==> src/rtl/mem_access_pkg.sv <==
// rtl/mem_access_pkg.sv - shared funct3 codes, FSM states and lane helpers for the data-side LSU
package mem_access_pkg;

    localparam logic [2:0] F3_B  = 3'b000;
    localparam logic [2:0] F3_H  = 3'b001;
    localparam logic [2:0] F3_W  = 3'b010;
    localparam logic [2:0] F3_BU = 3'b100;
    localparam logic [2:0] F3_HU = 3'b101;

    typedef enum logic {IDLE, ACCESS} state_t;

    function automatic logic [3:0] lane_mask(input logic [2:0] f3, input logic [1:0] a);
        case (f3[1:0])
            2'b00:   return 4'b0001 << a;
            2'b01:   return 4'b0011 << a;
            default: return 4'b1111;
        endcase
    endfunction

    // Replicating store data across lanes lets the controller pick bytes by mask alone
    function automatic logic [31:0] lane_data(input logic [2:0] f3, input logic [31:0] sd);
        case (f3[1:0])
            2'b00:   return {4{sd[7:0]}};
            2'b01:   return {2{sd[15:0]}};
            default: return sd;
        endcase
    endfunction

endpackage

==> src/rtl/lsu_load_align.sv <==
// rtl/lsu_load_align.sv - shifts and sign/zero-extends a 32-bit read word into a load result
module lsu_load_align
    import mem_access_pkg::*;
(
    input  logic [31:0] i_dataout,
    input  logic [1:0]  i_addr_lo,
    input  logic [2:0]  i_funct3,
    output logic [31:0] o_load_data
);

    logic [31:0] w_sh;

    assign w_sh = i_dataout >> {i_addr_lo, 3'b000};

    always_comb begin
        o_load_data = i_dataout;
        case (i_funct3)
            F3_B:    o_load_data = {{24{w_sh[7]}}, w_sh[7:0]};
            F3_BU:   o_load_data = {24'b0, w_sh[7:0]};
            F3_H:    o_load_data = {{16{w_sh[15]}}, w_sh[15:0]};
            F3_HU:   o_load_data = {16'b0, w_sh[15:0]};
            default: o_load_data = i_dataout;
        endcase
    end

endmodule

==> src/rtl/mem_access_unit.sv <==
// rtl/mem_access_unit.sv - MEM-stage load/store initiator with alignment checks and access watchdog
module mem_access_unit
    import mem_access_pkg::*;
#(
    parameter int TIMEOUT = 0
) (
    input  logic        clk,
    input  logic        reset,
    input  logic        req_valid,
    input  logic        mem_read,
    input  logic        mem_write,
    input  logic [2:0]  funct3,
    input  logic [31:0] addr,
    input  logic [31:0] store_data,
    output logic [31:0] address,
    output logic [31:0] datain,
    output logic        wen,
    output logic        ren,
    output logic [3:0]  byte_select_vector,
    input  logic        memReady,
    input  logic [31:0] dataout,
    output logic        stall,
    output logic        done,
    output logic [31:0] load_data,
    output logic        misaligned_exc,
    output logic        illegal_exc,
    output logic        timeout_exc
);

    localparam int CW = (TIMEOUT < 1) ? 1 : $clog2(TIMEOUT + 1);
    localparam logic [CW-1:0] LAST = CW'(TIMEOUT > 0 ? TIMEOUT - 1 : 0);

    state_t        r_state, w_next;
    logic [CW-1:0] r_wait_cnt;
    logic [2:0]    r_funct3;
    logic [31:0]   r_address, r_datain, r_load_data;
    logic [3:0]    r_bsv;
    logic          r_ren, r_wen, r_done, r_mis, r_ill, r_to;
    logic          w_resp, w_go, w_f3_ok, w_illegal, w_misal;
    logic          w_accept, w_complete, w_timeout;
    logic [31:0]   w_aligned;

    assign w_resp    = r_done | r_mis | r_ill | r_to;
    assign w_go      = (r_state == IDLE) && req_valid && !w_resp && (mem_read || mem_write);
    assign w_f3_ok   = mem_write ? (funct3 inside {F3_B, F3_H, F3_W})
                                 : (funct3 inside {F3_B, F3_H, F3_W, F3_BU, F3_HU});
    assign w_illegal = (mem_read && mem_write) || !w_f3_ok;
    assign w_misal   = ((funct3[1:0] == 2'b01) && addr[0]) ||
                       ((funct3[1:0] == 2'b10) && (addr[1:0] != 2'b00));

    always_ff @(posedge clk or negedge reset) begin
        if (!reset) r_state <= IDLE;
        else        r_state <= w_next;
    end

    always_comb begin
        w_next     = r_state;
        w_accept   = 1'b0;
        w_complete = 1'b0;
        w_timeout  = 1'b0;
        case (r_state)
            IDLE: begin
                if (w_go && !w_illegal && !w_misal) begin
                    w_accept = 1'b1;
                    w_next   = ACCESS;
                end
            end
            ACCESS: begin
                // A ready on the watchdog's final cycle still completes the access
                if (memReady) begin
                    w_complete = 1'b1;
                    w_next     = IDLE;
                end else if ((TIMEOUT != 0) && (r_wait_cnt == LAST)) begin
                    w_timeout = 1'b1;
                    w_next    = IDLE;
                end
            end
            default: w_next = IDLE;
        endcase
    end

    lsu_load_align u_align (
        .i_dataout   (dataout),
        .i_addr_lo   (r_address[1:0]),
        .i_funct3    (r_funct3),
        .o_load_data (w_aligned)
    );

    always_ff @(posedge clk or negedge reset) begin
        if (!reset) begin
            r_wait_cnt  <= '0;
            r_funct3    <= 3'b0;
            r_address   <= 32'b0;
            r_datain    <= 32'b0;
            r_load_data <= 32'b0;
            r_bsv       <= 4'b0;
            r_ren       <= 1'b0;
            r_wen       <= 1'b0;
            r_done      <= 1'b0;
            r_mis       <= 1'b0;
            r_ill       <= 1'b0;
            r_to        <= 1'b0;
        end else begin
            r_done <= w_complete;
            r_to   <= w_timeout;
            r_ill  <= w_go && w_illegal;
            r_mis  <= w_go && !w_illegal && w_misal;
            if (w_accept) begin
                r_address  <= addr;
                r_datain   <= lane_data(funct3, store_data);
                r_bsv      <= lane_mask(funct3, addr[1:0]);
                r_ren      <= mem_read;
                r_wen      <= mem_write;
                r_funct3   <= funct3;
                r_wait_cnt <= '0;
            end else if (w_complete || w_timeout) begin
                r_ren <= 1'b0;
                r_wen <= 1'b0;
            end else if (r_state == ACCESS) begin
                r_wait_cnt <= r_wait_cnt + 1'b1;
            end
            if (w_complete && r_ren) r_load_data <= w_aligned;
        end
    end

    assign address            = r_address;
    assign datain             = r_datain;
    assign byte_select_vector = r_bsv;
    assign ren                = r_ren;
    assign wen                = r_wen;
    assign done               = r_done;
    assign misaligned_exc     = r_mis;
    assign illegal_exc        = r_ill;
    assign timeout_exc        = r_to;
    assign load_data          = r_load_data;
    assign stall              = reset && req_valid && !w_resp;

endmodule

==> config.mk <==
export PLATFORM = sky130hd
export DESIGN_NAME = mem_access_unit
export DESIGN_NICKNAME = d
export VERILOG_FILES = /design/src/rtl/mem_access_pkg.sv /design/src/rtl/lsu_load_align.sv /design/src/rtl/mem_access_unit.sv
export SDC_FILE = /design/constraint.sdc
export NUM_CORES = 1
export LEC_CHECK = 0
export BUFFER_PORTS_ARGS = -buffer_cell sky130_fd_sc_hd__buf_4
export CAP_MARGIN = 20
export CELL_PAD_IN_SITES_DETAIL_PLACEMENT = 2
export CELL_PAD_IN_SITES_GLOBAL_PLACEMENT = 2
export CORE_UTILIZATION = 33
export DETAILED_ROUTE_END_ITERATION = 16
export PLACE_DENSITY_LB_ADDON = 0.2
export SLEW_MARGIN = 20
export SYNTH_ARGS = -nofsm -noshare
export SYNTH_HDL_FRONTEND = slang
export SYNTH_SLANG_ARGS = --single-unit
export TNS_END_PERCENT = 5
==> constraint.sdc <==
create_clock -name clk -period 4.9 [get_ports clk]
set_input_delay 0.245 -clock clk [delete_from_list [all_inputs] [get_ports clk]]
set_output_delay 0.245 -clock clk [all_outputs]
set_load 0.05 [all_outputs]
Word-level counts from Yosys, hierarchy flattened
Index checks and enable logic that the tools add are counted.
Word-level totals
  output and inout port bits: 107
  input bits: 105
  bits in registers: 109
Cells by class
  shift operators: 3
  bitwise operators: 3
  muxes and demuxes: 13
  reductions and logical operators: 27
  equal/unequal tests: 9
Operators with widths (count)
  32-bit case mux with 4 select lines: 1
  32-bit case mux with 2 select lines: 1
  32-bit by 5-bit >> shifter with 16-bit output: 1
  1-bit logical AND: 13
  3-bit equality test, second input constant: 4
  1-bit two-way mux: 9
  4-bit case mux with 2 select lines: 1
  3-bit by 1-bit equality test with 1-bit output, second input constant: 2
  3-bit zero test: 2
  5-bit nonzero test: 1
  1-bit zero test: 4
  2-bit nonzero test: 2
  1-bit by 2-bit << shifter with 4-bit output, first input constant: 1
  2-bit by 2-bit << shifter with 4-bit output, first input constant: 1
  3-bit by 2-bit equality test with 1-bit output, second input constant: 1
  1-bit logical OR: 3
  3-bit nonzero test: 1
  2-bit by 1-bit equality test with 1-bit output, second input constant: 1
  2-bit equality test, second input constant: 1
  2-bit zero test: 1
  1-bit bitwise OR: 2
  1-bit case mux with 2 select lines: 1
  1-bit inverter: 1

Logic depth before layout (Yosys ltp)
  word-level depth: 11
  mapped depth: 6

Hierarchy
From an unflattened synthesis, not the netlist that was laid out.
Unflattened totals
  cell total of the unflattened synthesis: 409
  area, all modules: 5555.3 µm²
Modules (own cells, without submodules)
  mem_access_unit: times used 1, area an instance 4839.6 µm², cells an instance 298
  lsu_load_align: times used 1, area an instance 715.7 µm², cells an instance 111

Least setup slack after synthesis
Ideal clock, no wire load.
  kind: flip-flop to flip-flop
  from: register r_mis, in the netlist misaligned_exc
  to: register r_datain[10], in the netlist datain[10]
  stages on the path, launching flop included: 6
  path buffers: 1
  slack: 2837 ps
  library setup time: 127 ps
  arrival: 1936 ps
  clock period less this slack: 2063 ps
  path through: dfrtp_1 -> nor4b_4 -> nand4_4 -> nor2_8 -> buf_8 -> mux2_1
On the way
  cells in the longest elaborated chain, start to end: 9
Ends and longest elaborated chain
  start, declared: RTL line mem_access_unit.sv:38  | logic r_ren, r_wen, r_done, r_mis, r_ill, r_to;
  start signal, assigned: RTL line mem_access_unit.sv:107  | r_mis <= w_go && !w_illegal && w_misal;
  1-bit bitwise OR (2 in a row): RTL line mem_access_unit.sv:43  | assign w_resp = r_done | r_mis | r_ill | r_to;
  1-bit zero test: RTL line mem_access_unit.sv:44  | assign w_go = (r_state == IDLE) && req_valid && !w_resp && (mem_read || mem_write);
  1-bit logical AND (2 in a row): RTL line mem_access_unit.sv:44
  1-bit logical AND (2 in a row): RTL line mem_access_unit.sv:63  | if (w_go && !w_illegal && !w_misal) begin
  1-bit two-way mux: RTL line mem_access_unit.sv:63
  1-bit two-way mux: RTL line mem_access_unit.sv:61  | case (r_state)
  end signal, assigned: RTL line mem_access_unit.sv:110  | r_datain <= lane_data(funct3, store_data);
  end, declared: RTL line mem_access_unit.sv:36  | logic [31:0] r_address, r_datain, r_load_data;
Every way passes these cells.
A chain may end at the register's enable or synchronous reset.

Worst setup path after layout
  from: register r_address[1], in the netlist address[1]
  to: register r_load_data[17], in the netlist load_data[17]
On the way
  cells in the longest elaborated chain, start to end: 2
Ends and longest elaborated chain
  start, declared: RTL line mem_access_unit.sv:36
  start signal, assigned: RTL line mem_access_unit.sv:109  | r_address <= addr;
  32-bit by 5-bit >> shifter with 16-bit output: RTL line lsu_load_align.sv:13  | assign w_sh = i_dataout >> {i_addr_lo, 3'b000};
  32-bit case mux with 4 select lines: RTL line lsu_load_align.sv:17  | case (i_funct3)
  end signal, assigned: RTL line mem_access_unit.sv:122  | if (w_complete && r_ren) r_load_data <= w_aligned;
  end, declared: RTL line mem_access_unit.sv:36
Every way passes these cells.

==> results.py <==
metrics = {
    "run_status": {
        "result_of_the_run": "finished clean",
    },
    "worst_setup_path": {
        "crit-reg2reg-launch": "address[1]",
        "crit_required_ns": 5.07,
        "worst-endpoint-arrival_ns": 2.72,
        "critical_path.startpoint": "address[1]",
        "crit_path_max_fanout": 18,
        "timing.critical_path.to_type": "register",
        "timing_worst_setup_path_type": "reg -> reg",
        "critPathLaunchType": "register",
    },
    "routing": {
        "detail_route.drc_violations": 0,
        "drt_iter0_markers": 90,
        "vias": 4294,
        "vias_per_cell": 4.97,
        "detail-route-antenna-nets": 0,
        "detail_route.first_pass.iterations": 4,
        "postRouteWirelength_um": 17100,
        "wire_per_inst_um": 19.8,
    },
    "timing": {
        "post_layout_min_period_ns": 2.55,
        "report.final.slew_viol_count": 0,
        "timing.setup.tns_ns": 0,
        "max_freq_ghz": 0.393,
        "report.final.hold_viol_count": 0,
        "rsz0062_at_grt": "false",
        "final.period_utilization_pct": 51.9,
        "worst_slew_margin_rel_pct": 36.6,
        "hold_ws_ns": 0.121,
        "worstMarginPinSlew_ns": 0.951,
        "finalClockSkew_ns": 0.00777,
        "timing.final.setup_violations": 0,
    },
    "clocking": {
        "clock_sink_count": 109,
        "post-cts-setup-buffers": 0,
        "clock_buffers_created_by_tritoncts": 9,
        "postCtsHoldBufs": 1,
        "cts.path.max_buffers": 2,
        "cts_max_level": 3,
        "clk-insertion-delay-late_ns": 0.35,
        "cts.reportedPaths.clkPinSlew_ns": 0.07,
        "cts_repair_resizes": 0,
        "tritoncts": "done",
        "root_buffer": "clkbuf_16",
    },
    "global_route": {
        "met3_usage_pct": 5.05,
        "grt_start_max_net_pins": 69,
        "globalRouteOverflowTotal": 0,
        "grt-busiest-layer": "met2",
        "antenna_found_initial": 0,
        "global_route.usage.total_pct": 20.3,
        "grt.met1_usage_pct": 23.9,
        "grt_pass1_wl_um": 26200,
        "met2_usage_pct": 36.1,
        "grt_pass1_vias": 4831,
    },
    "finish": {
        "antenna_cells": 0,
        "utilization_pct": 46.6,
        "finish.cell_count_without_fillers": 864,
        "finalNetCount": 749,
        "final_layout_size_suffix_gt1_share_pct": 48.9,
        "area.growth.synth_to_final_pct": 36.3,
    },
    "synth": {
        "synth.distinct_cells": 41,
        "synth_sequential_area_ratio_pct": 49.9,
        "number_of_enable_flip_flop_cells_after_synthesis": 0,
        "synthAdderAreaFrac_pct": 0,
        "mapped_cell_area_um2": 5470,
        "synth_async_sr_flop_share_pct": 100,
        "postSynthNetCount": 550,
        "synth_simple_gate_area_share_pct": 12.7,
        "total_of_flip_flops_plus_latches_after_synthesis": 109,
        "synth_top_family_by_area": "multiplexers",
        "post_synthesis_compound_gate_area_fraction_pct": 7.07,
        "synthCells": 445,
        "yosys-mux-area-fraction_pct": 25.8,
        "ys.warnings.count": 0,
        "primary_ff_master_synth": "dfrtp_1",
        "synthXorXnorAreaFrac_pct": 0,
        "syn_area_per_cell_um2": 12.3,
    },
    "die": {
        "die-width_um": 131,
        "floorplan.initialDensity_pct": 34.2,
        "design.die.area_um2": 17100,
        "floorplan.io_pins": 212,
        "design.core.area_um2": 16000,
        "chipHeight_um": 131,
        "row_count": 46,
    },
    "place": {
        "place.port_buffers": 210,
        "global_placer_s_final_weighted_congestion": 0.771,
        "placedCellCount": 847,
        "hpwl_um": 12400,
    },
    "min_path": {
        "hold_start": "addr[9]",
        "worstHoldPathType": "in -> reg",
    },
    "pwr": {
        "power-per-cell-area_nw_per_um2": 680,
        "leakagePower_nw": 3.58,
        "power.ir.vdd_worst_uv": 273,
    },
    "run": {
        "max_cap_viol_count": 0,
    },
}
## per-layer routing
layer | part of all wire [%] | up-vias
met3 | 6.8 | 19
met1 | 40 | 2188
met5 | 0 | -
met4 | 1.5 | 0
met2 | 52 | 132
li1 | - | 1955
## path summary, 6_finish.rpt
kind	end	slack (ns)	cells past startpoint
min reg2reg	datain[8]	0.50	1
max reg2reg	load_data[17]	2.35	4
max	load_data[17]	2.35	4
min in group asynchronous	load_data[1]	0.44	2
max in group asynchronous	load_data[0]	3.09	3
min	address[9]	0.12	2
## per-stage QoR
step	setup WS [ns]	instance area (µm²)	power, mW
after global placement	2.17	7120	4.28
after floorplan	2.84	5470	3.43
after detailed placement	2.10	7130	4.35
after global routing	2.13	7450	5.29
after CTS	2.05	7430	5.13
final	2.35	7450	5.06
## worst max-delay path: stages, from the launching register on
cell and delay, ns:
dfrtp_1 0.89, mux2i_2 0.40, o21ai_1 0.18, o31ai_4 0.71
nand3_1 0.19
## registers in the layout, summed over array words and instances, names as in the netlist, 3 cells and up
| register | flops |
|---|---|
| address | 32 |
| datain | 32 |
| load_data | 32 |
| byte_select_vector | 4 |
| r_funct3 | 3 |
## layout by cell type, fill, tap and decap left out, drive strengths merged
cell	count
a21oi	17
and2	8
and3	1
buf	216
bufinv	1
clkbuf	10
clkinv	1
clkinvlp	2
conb	1
dfrtp	109
dlygate4sd3	1
inv	4
mux2	88
mux2i	19
nand2	40
nand2b	8
nand3	33
nand3b	10
nand4	1
nand4b	1
nor2	13
nor2b	5
nor3	3
nor3b	2
nor4	1
nor4b	2
o21a	2
o21ai	41
o21ba	1
o21bai	2
o22ai	3
o31ai	1
o32a	1
## cells in the mapped netlist (all sizes together), types with 2 or more instances
cell	count	share of area, %
nor4b	2	0.60
nor2	13	1.2
and2	8	0.92
o22ai	3	0.46
nand2b	8	0.92
nand3	33	3.0
nand3b	10	1.4
a21oi	17	1.6
nor3b	2	0.27
clkbuf	13	0.89
dfrtp	109	50
nand2	40	2.7
mux2i	19	3.5
o21bai	2	0.27
inv	3	0.21
o21a	2	0.27
nor2b	5	0.57
nor3	3	0.37
mux2	88	22
buf	16	3.3
o21ai	41	3.8
## cell families (layout without fill, tap and decap cells)
family | after synthesis | in the layout
AO/OA/AOI/OAI | 68 | 68
buffers and inverters | 32 | 235
flip-flops | 109 | 109
multiplexers | 107 | 107
other | 1 | 1
AND/OR/NAND/NOR | 128 | 128
## report_power, final
| group | switching, mW | internal, mW |
|---|---|---|
| Clock | 0.344 | 0.409 |
| Combinational | 1.80 | 0.949 |
| Sequential | 0.300 | 1.26 |
## cell type report
| class | count | area, µm² |
|---|---|---|
| inverters | 3 | 11.3 |
| well taps | 216 | 270 |
| fillers | 1670 | 8550 |
| flip-flops and latches | 109 | 2730 |
| clock buffers | 10 | 239 |
| multi-input cells | 304 | 2500 |
| clock inverters | 5 | 58.8 |
| repair buffers | 217 | 1640 |
Power figures use the tool's default switching activity.
